[config.mk]
export PLATFORM = sky130hd
export DESIGN_NAME = if_id_skid_reg
export DESIGN_NICKNAME = d
export VERILOG_FILES = /design/src/rtl/if_id_skid_reg.sv
export SDC_FILE = /design/constraint.sdc
export NUM_CORES = 1
export LEC_CHECK = 0
export CAP_MARGIN = 20
export CORE_MARGIN = 5
export CORE_UTILIZATION = 49
export CTS_BUF_LIST = sky130_fd_sc_hd__clkbuf_2
export CTS_CLUSTER_DIAMETER = 200
export DETAILED_ROUTE_END_ITERATION = 12
export PLACE_DENSITY = 0.83
export SLEW_MARGIN = 10
export SYNTH_ARGS = -nofsm -noshare
export SYNTH_HDL_FRONTEND = slang
export SYNTH_SLANG_ARGS = --single-unit
[constraint.sdc]
create_clock -name clk -period 7.25 [get_ports clk]
set_input_delay 0.725 -clock clk [delete_from_list [all_inputs] [get_ports clk]]
set_output_delay 0.725 -clock clk [all_outputs]
set_load 0.02 [all_outputs]
[src/rtl/if_id_skid_reg.sv]
//==============================================================================
// Module      : if_id_skid_reg
// Description : Fetch-to-decode pipeline register backed by a 2-entry skid
//               buffer; optional stall-cycle counter under IF_ID_STALL_CNT_EN.
// Revision    : 1.0 - initial release
//==============================================================================
`default_nettype none

module if_id_skid_reg #(
    parameter int                    PC_WIDTH   = 64,
    parameter int                    INST_WIDTH = 32,
    parameter logic [INST_WIDTH-1:0] NOP_INST   = 32'h0000_0013
) (
    input  logic                  clk,
    input  logic                  rst_n,
    input  logic                  if_valid,
    output logic                  if_ready,
    input  logic [PC_WIDTH-1:0]   if_pc,
    input  logic [INST_WIDTH-1:0] if_inst,
    input  logic                  flush_i,
    input  logic                  stall_i,
    output logic                  id_valid,
    output logic [PC_WIDTH-1:0]   id_pc,
    output logic [INST_WIDTH-1:0] id_inst,
    output logic [31:0]           stall_cycles
);

    localparam logic [1:0] c_FULL = 2'd2;

    logic [PC_WIDTH-1:0]   r_pc   [2];
    logic [INST_WIDTH-1:0] r_inst [2];
    logic                  r_wr_ptr;
    logic                  r_rd_ptr;
    logic [1:0]            r_count;

    logic w_ready;
    logic w_valid;
    logic w_push;
    logic w_pop;

    // Handshake derives from registered count only, keeping stall_i off the fetch path.
    assign w_ready = (r_count != c_FULL);
    assign w_valid = (r_count != 2'd0);
    assign w_push  = if_valid & w_ready & ~flush_i;
    assign w_pop   = w_valid & ~stall_i;

    always_ff @(posedge clk) begin
        if (!rst_n) begin
            r_count  <= 2'd0;
            r_wr_ptr <= 1'b0;
            r_rd_ptr <= 1'b0;
        end else if (flush_i) begin
            r_count  <= 2'd0;
            r_wr_ptr <= 1'b0;
            r_rd_ptr <= 1'b0;
        end else begin
            case ({w_push, w_pop})
                2'b11: begin
                    r_wr_ptr <= ~r_wr_ptr;
                    r_rd_ptr <= ~r_rd_ptr;
                end
                2'b10: begin
                    r_wr_ptr <= ~r_wr_ptr;
                    r_count  <= r_count + 2'd1;
                end
                2'b01: begin
                    r_rd_ptr <= ~r_rd_ptr;
                    r_count  <= r_count - 2'd1;
                end
                default: ;
            endcase
        end
    end

    // Payload storage needs no reset: it is only observed while count marks it valid.
    always_ff @(posedge clk) begin
        if (rst_n && w_push) begin
            r_pc[r_wr_ptr]   <= if_pc;
            r_inst[r_wr_ptr] <= if_inst;
        end
    end

    assign if_ready = w_ready;
    assign id_valid = w_valid;
    assign id_pc    = w_valid ? r_pc[r_rd_ptr]   : '0;
    assign id_inst  = w_valid ? r_inst[r_rd_ptr] : NOP_INST;

`ifdef IF_ID_STALL_CNT_EN
    logic [31:0] r_stall_cycles;

    always_ff @(posedge clk) begin
        if (!rst_n) begin
            r_stall_cycles <= 32'd0;
        end else if (w_valid && stall_i && !flush_i) begin
            r_stall_cycles <= r_stall_cycles + 32'd1;
        end
    end

    assign stall_cycles = r_stall_cycles;
`else
    assign stall_cycles = 32'd0;
`endif

endmodule

`default_nettype wire

**Yosys cells after proc, flatten, opt, wreduce, memory -nomap -nowiden**

Memory sizes are Yosys's and may differ from the RTL's. A register that Yosys moved wholly into a read port is not among the register bits.
Cells that the tools add are included.

- Bits in writable memories: 192
- Output and inout port bits: 130
- Memory bits (read-only): 0
- Input bits: 101
- Latch bits: 0
- Word-level logic and storage cells: 34
- Flip-flop bits (word level): 4
- Memories kept: 2

- Shift-type cells: 0
- Reductions and logical operators: 6
- Add/sub/neg operators: 2
- Bitwise operators: 8
- Multiply operators: 0
- Div/mod/pow operators: 0
- Equality and inequality tests: 4
- Mux-type cells: 9
- Order comparisons: 0

Memories:

| name | words | width | rd ports | clocked after Yosys merged registers in | wr ports | RTL line | text |
|---|---|---|---|---|---|---|---|
| r_pc | 2 | 64 | 1 | 1 | 1 | 30 | `logic [PC_WIDTH-1:0] r_pc [2];` |
| r_inst | 2 | 32 | 1 | 1 | 1 | 31 | `logic [INST_WIDTH-1:0] r_inst [2];` |

Operators by type and width:

| operator | count |
|---|---|
| 64-bit two-way mux | 1 |
| 32-bit two-way mux | 1 |
| 1-bit two-way mux | 6 |
| 2-bit OR reduction | 3 |
| 1-bit NOT | 5 |
| 2-bit equality test (second input constant) | 2 |
| 2-bit one-hot mux with 2 select lines | 1 |
| 2-bit nonzero test | 2 |
| 1-bit bitwise AND | 3 |
| 2-bit by 1-bit adder with 2-bit output (second input constant) | 1 |
| 2-bit by 1-bit equality test with 1-bit output (second input constant) | 1 |
| 2-bit inequality test (second input constant) | 1 |
| 2-bit by 1-bit subtractor with 2-bit output (second input constant) | 1 |
| 1-bit logical AND | 1 |

**Logic depth before layout (Yosys ltp)**

- Word-level depth: 7
- Mapped depth: 7
- Depth with buffers taken out: 7

**Worst setup path after synthesis**

Ideal clock, no wire load.

- Kind: input to register
- Start point: in flush_i
- End point: mem r_inst[0][0], enable pin
- Library setup time: 552 ps
- Data arrival time: 4919 ps
- Required time: 6698 ps
- Stages on the path: 2
- Path buffers: 0
- Path slack: 1779 ps
- Cells stage by stage: nand4b_1 -> nor2_1

- Word-level cells in the longest chain between the ends: 5

RTL lines:

| item | RTL line | text |
|---|---|---|
| start, declared | 20 | `input logic flush_i,` |
| 1-bit NOT | 44 | `assign w_push = if_valid & w_ready & ~flush_i;` |
| 1-bit bitwise AND | 44 |  |
| 1-bit logical AND | 77 | `if (rst_n && w_push) begin` |
| 1-bit two-way mux | 77 |  |
| 1-bit two-way mux (implied by the code) | 79 | `r_inst[r_wr_ptr] <= if_inst;` |
| end, declared | 31 |  |

No other way between the ends.

==> impl_metrics.tcl <==
set metrics [dict create \
    p_sw_mw 0.450 \
    grt_max_degree 53 \
    status "finished clean" \
    start_util_pct 49.4 \
    yosysWarningCount 0 \
    syn_inst 471 \
    cp_cell_sequence "buf_4, mux2i_1, nor2_1, clkdlybuf4s50_1" \
    setup_viol 0 \
    async_reset_ff_share_pct 0 \
    syn_avg_cell_area_um2 16.4 \
    p_per_area_nw_per_um2 200 \
    critPathMaxFanout 52 \
    ios 231 \
    fmaxAchievable_mhz 240 \
    synth.top_cells.by_area "edfxtp_1 (75%), mux2i_1 (12%), nor2_1 (5.0%)" \
    p_sw_share_pct 22.4 \
    syn-cell-area_um2 7730 \
    vias 4380 \
    fin_crit_sh_pct 57.4 \
    cap_violations 0 \
    postCtsHoldBufs 0 \
    pwr-share-clk_pct 26.6 \
    yosys.area.top_type "edfxtp_1" \
    pwr-share-comb_pct 9.7 \
    hold_viol_final 0 \
    critPathLaunchType "flop" \
    final_core_util_pct 64.2 \
    die_h_um 136 \
    viasPerCell 4.86 \
    fin_crit_ns 4.16 \
    cp.buffers_inverters 2 \
    vdd_drop_max_v 0.000128 \
    synth_common_cells "edfxtp_1 (192), nor2_1 (102), mux2i_1 (96)" \
    cts_setup_buffers 0 \
    root_buffer "clkbuf_2" \
    hold_path_class "in -> reg" \
    hpwl_um 11100 \
    crit_path_end_kind "primary output" \
    yosys.area.top_type_share_pct 74.6 \
    drcViolationCount 0 \
    antenna_cells 0 \
    grt_overflow_total 0 \
    synthFlopType "edfxtp_1" \
    rsz0062_at_grt "no" \
    worstSkewPairLatency_ns 0.69 \
    crit_arrival_ns 3.43 \
    criticalPathCategory "reg -> out" \
    cpPeakStageDelay_ns 0.90 \
    power.leakage_nw 3.21 \
    clk_pin_slew_ns 0.26 \
    clock_skew_ns 0.0272 \
    max_slew_margin_pct 34.3 \
    cts_resized 0 \
    cp_slowest_cell "dfxtp_4" \
    wl_um 15900 \
    yosysMostFrequentCell "edfxtp_1" \
    fillers 1156 \
    synth-seq-cells 197 \
    grt_pass1_wl_um 24200 \
    setup_tns_ns 0 \
    cts_buffer_depth 2 \
    io_buffer_count 198 \
    synth.distinct_cells 21 \
    required_ns 6.52 \
    synth_edf_count 192 \
    wire_per_inst_um 17.7 \
    numCtsBuffers 17 \
    antenna_found_initial 0 \
    cts-htree-levels 4 \
    finalPower_mw 2.01 \
    cts_tree "yes" \
    drt-pass1-iter-count 4 \
    slew_viol_final 0 \
    gp_congestion 0.789 \
    fp-row-count 46 \
    drive_gt1_share_pct 5.99 \
    grt_usage_pct 17.4 \
    yosysSeqAreaShare_pct 75.9 \
    sequentialPowerShare_pct 63.7 \
    die_w_um 136 \
    drt-initial-drc-count 257 \
    fin_nets 776 \
    crit_family "buffers and inverters" \
    die-area_um2 18400 \
    clock_sinks 197 \
    grt_pass1_vias 4612 \
    antenna_left 0 \
    areaGrowthSynthToFinish_pct 30.0 \
    worstMarginPinSlew_ns 0.983 \
    core_um2 15700 \
    p_int_mw 1.56 \
]
==> layer usage <==
metal	routed length [µm]	global-route usage, %	vias to the layer above
met5	0	0	-
met4	269	6.05	0
met3	1340	5.53	21
met2	8280	31.0	193
met1	6020	19.8	2120
li1	-	-	2046
==> cells in the final DEF (no fill, tap or decap), types with 2 or more instances in the layout <==
cell | netlist | routed
nor2_1 | 102 | 99
inv_1 | 3 | 3
dfxtp_1 | 5 | 4
conb_1 | 1 | 32
nand2_1 | 4 | 4
xnor2_1 | 2 | 2
nand2b_1 | 2 | 2
ha_1 | 3 | 3
buf_4 | 33 | 6
clkinv_1 | 0 | 2
nor2_4 | 0 | 3
clkbuf_2 | 0 | 18
clkinv_2 | 0 | 4
xor2_1 | 2 | 2
edfxtp_1 | 192 | 192
mux2i_1 | 96 | 96
clkdlybuf4s50_1 | 0 | 198
bufinv_16 | 0 | 3
clkinv_4 | 0 | 3
==> final cells by class <==
class                      instances  area [µm²]  area share (%)
sequential                       197        5870            58.4
tap                              216         270            2.69
clock buffer                      18        90.1           0.896
multi-input combinational        249        1630            16.2
timing repair buffer             204        2030            20.2
clock inverter                    14         160            1.59
inverter                           3        11.3           0.112
==> sequential cells by signal, summed over array words and instances, names as in the netlist, named ones only <==
name      cells
r_pc        128
r_inst       64
r_count       2
r_rd_ptr      1
r_wr_ptr      1
==> metrics by stage <==
stage	setup slack [ns]	instances	area (µm²)	hold slack, ns
finish	3.09	901	10100	0.569
global route	2.74	901	10100	0.437
CTS	2.91	901	10100	0.446
detailed placement	3.79	869	9800	0.542
global placement	3.88	869	9800	0.486
floorplan	1.78	502	7850	0.472
==> kinds of logic (layout without fill, tap and decap cells) <==
family / Yosys count / after routing / share of synthesized area [%]
flops: 197 / 197 / 75.9
simple gates: 111 / 111 / 5.58
mux: 96 / 96 / 12.4
buf+inv: 56 / 239 / 4.92
xor+xnor: 4 / 4 / 0.453
fa+ha+maj: 3 / 3 / 0.485
compound gates: 3 / 3 / 0.226
other cells: 1 / 32 / 0.0485
==> power by group through the flow <==
stage	Combinational (mW)	Sequential, mW	Clock (mW)
3_5_place_dp	0.196	1.30	0
5_1_grt	0.208	1.28	0.601
6_report	0.195	1.28	0.534
4_1_cts	0.197	1.28	0.554
2_1_floorplan	0.0977	1.30	0
3_3_place_gp	0.190	1.30	0
==> final timing paths <==
check / startpoint / end / slack (ns) / cells past startpoint
max: flop / id_inst[27] / 3.09 / 4
min reg2reg: r_rd_ptr / r_rd_ptr / 0.59 / 2
min: if_pc[36] / r_pc[0][36] / 0.57 / 1
max reg2reg: r_count[0] / r_pc[0][49] / 5.16 / 4
No activity file was read; power rests on OpenSTA's default activity.
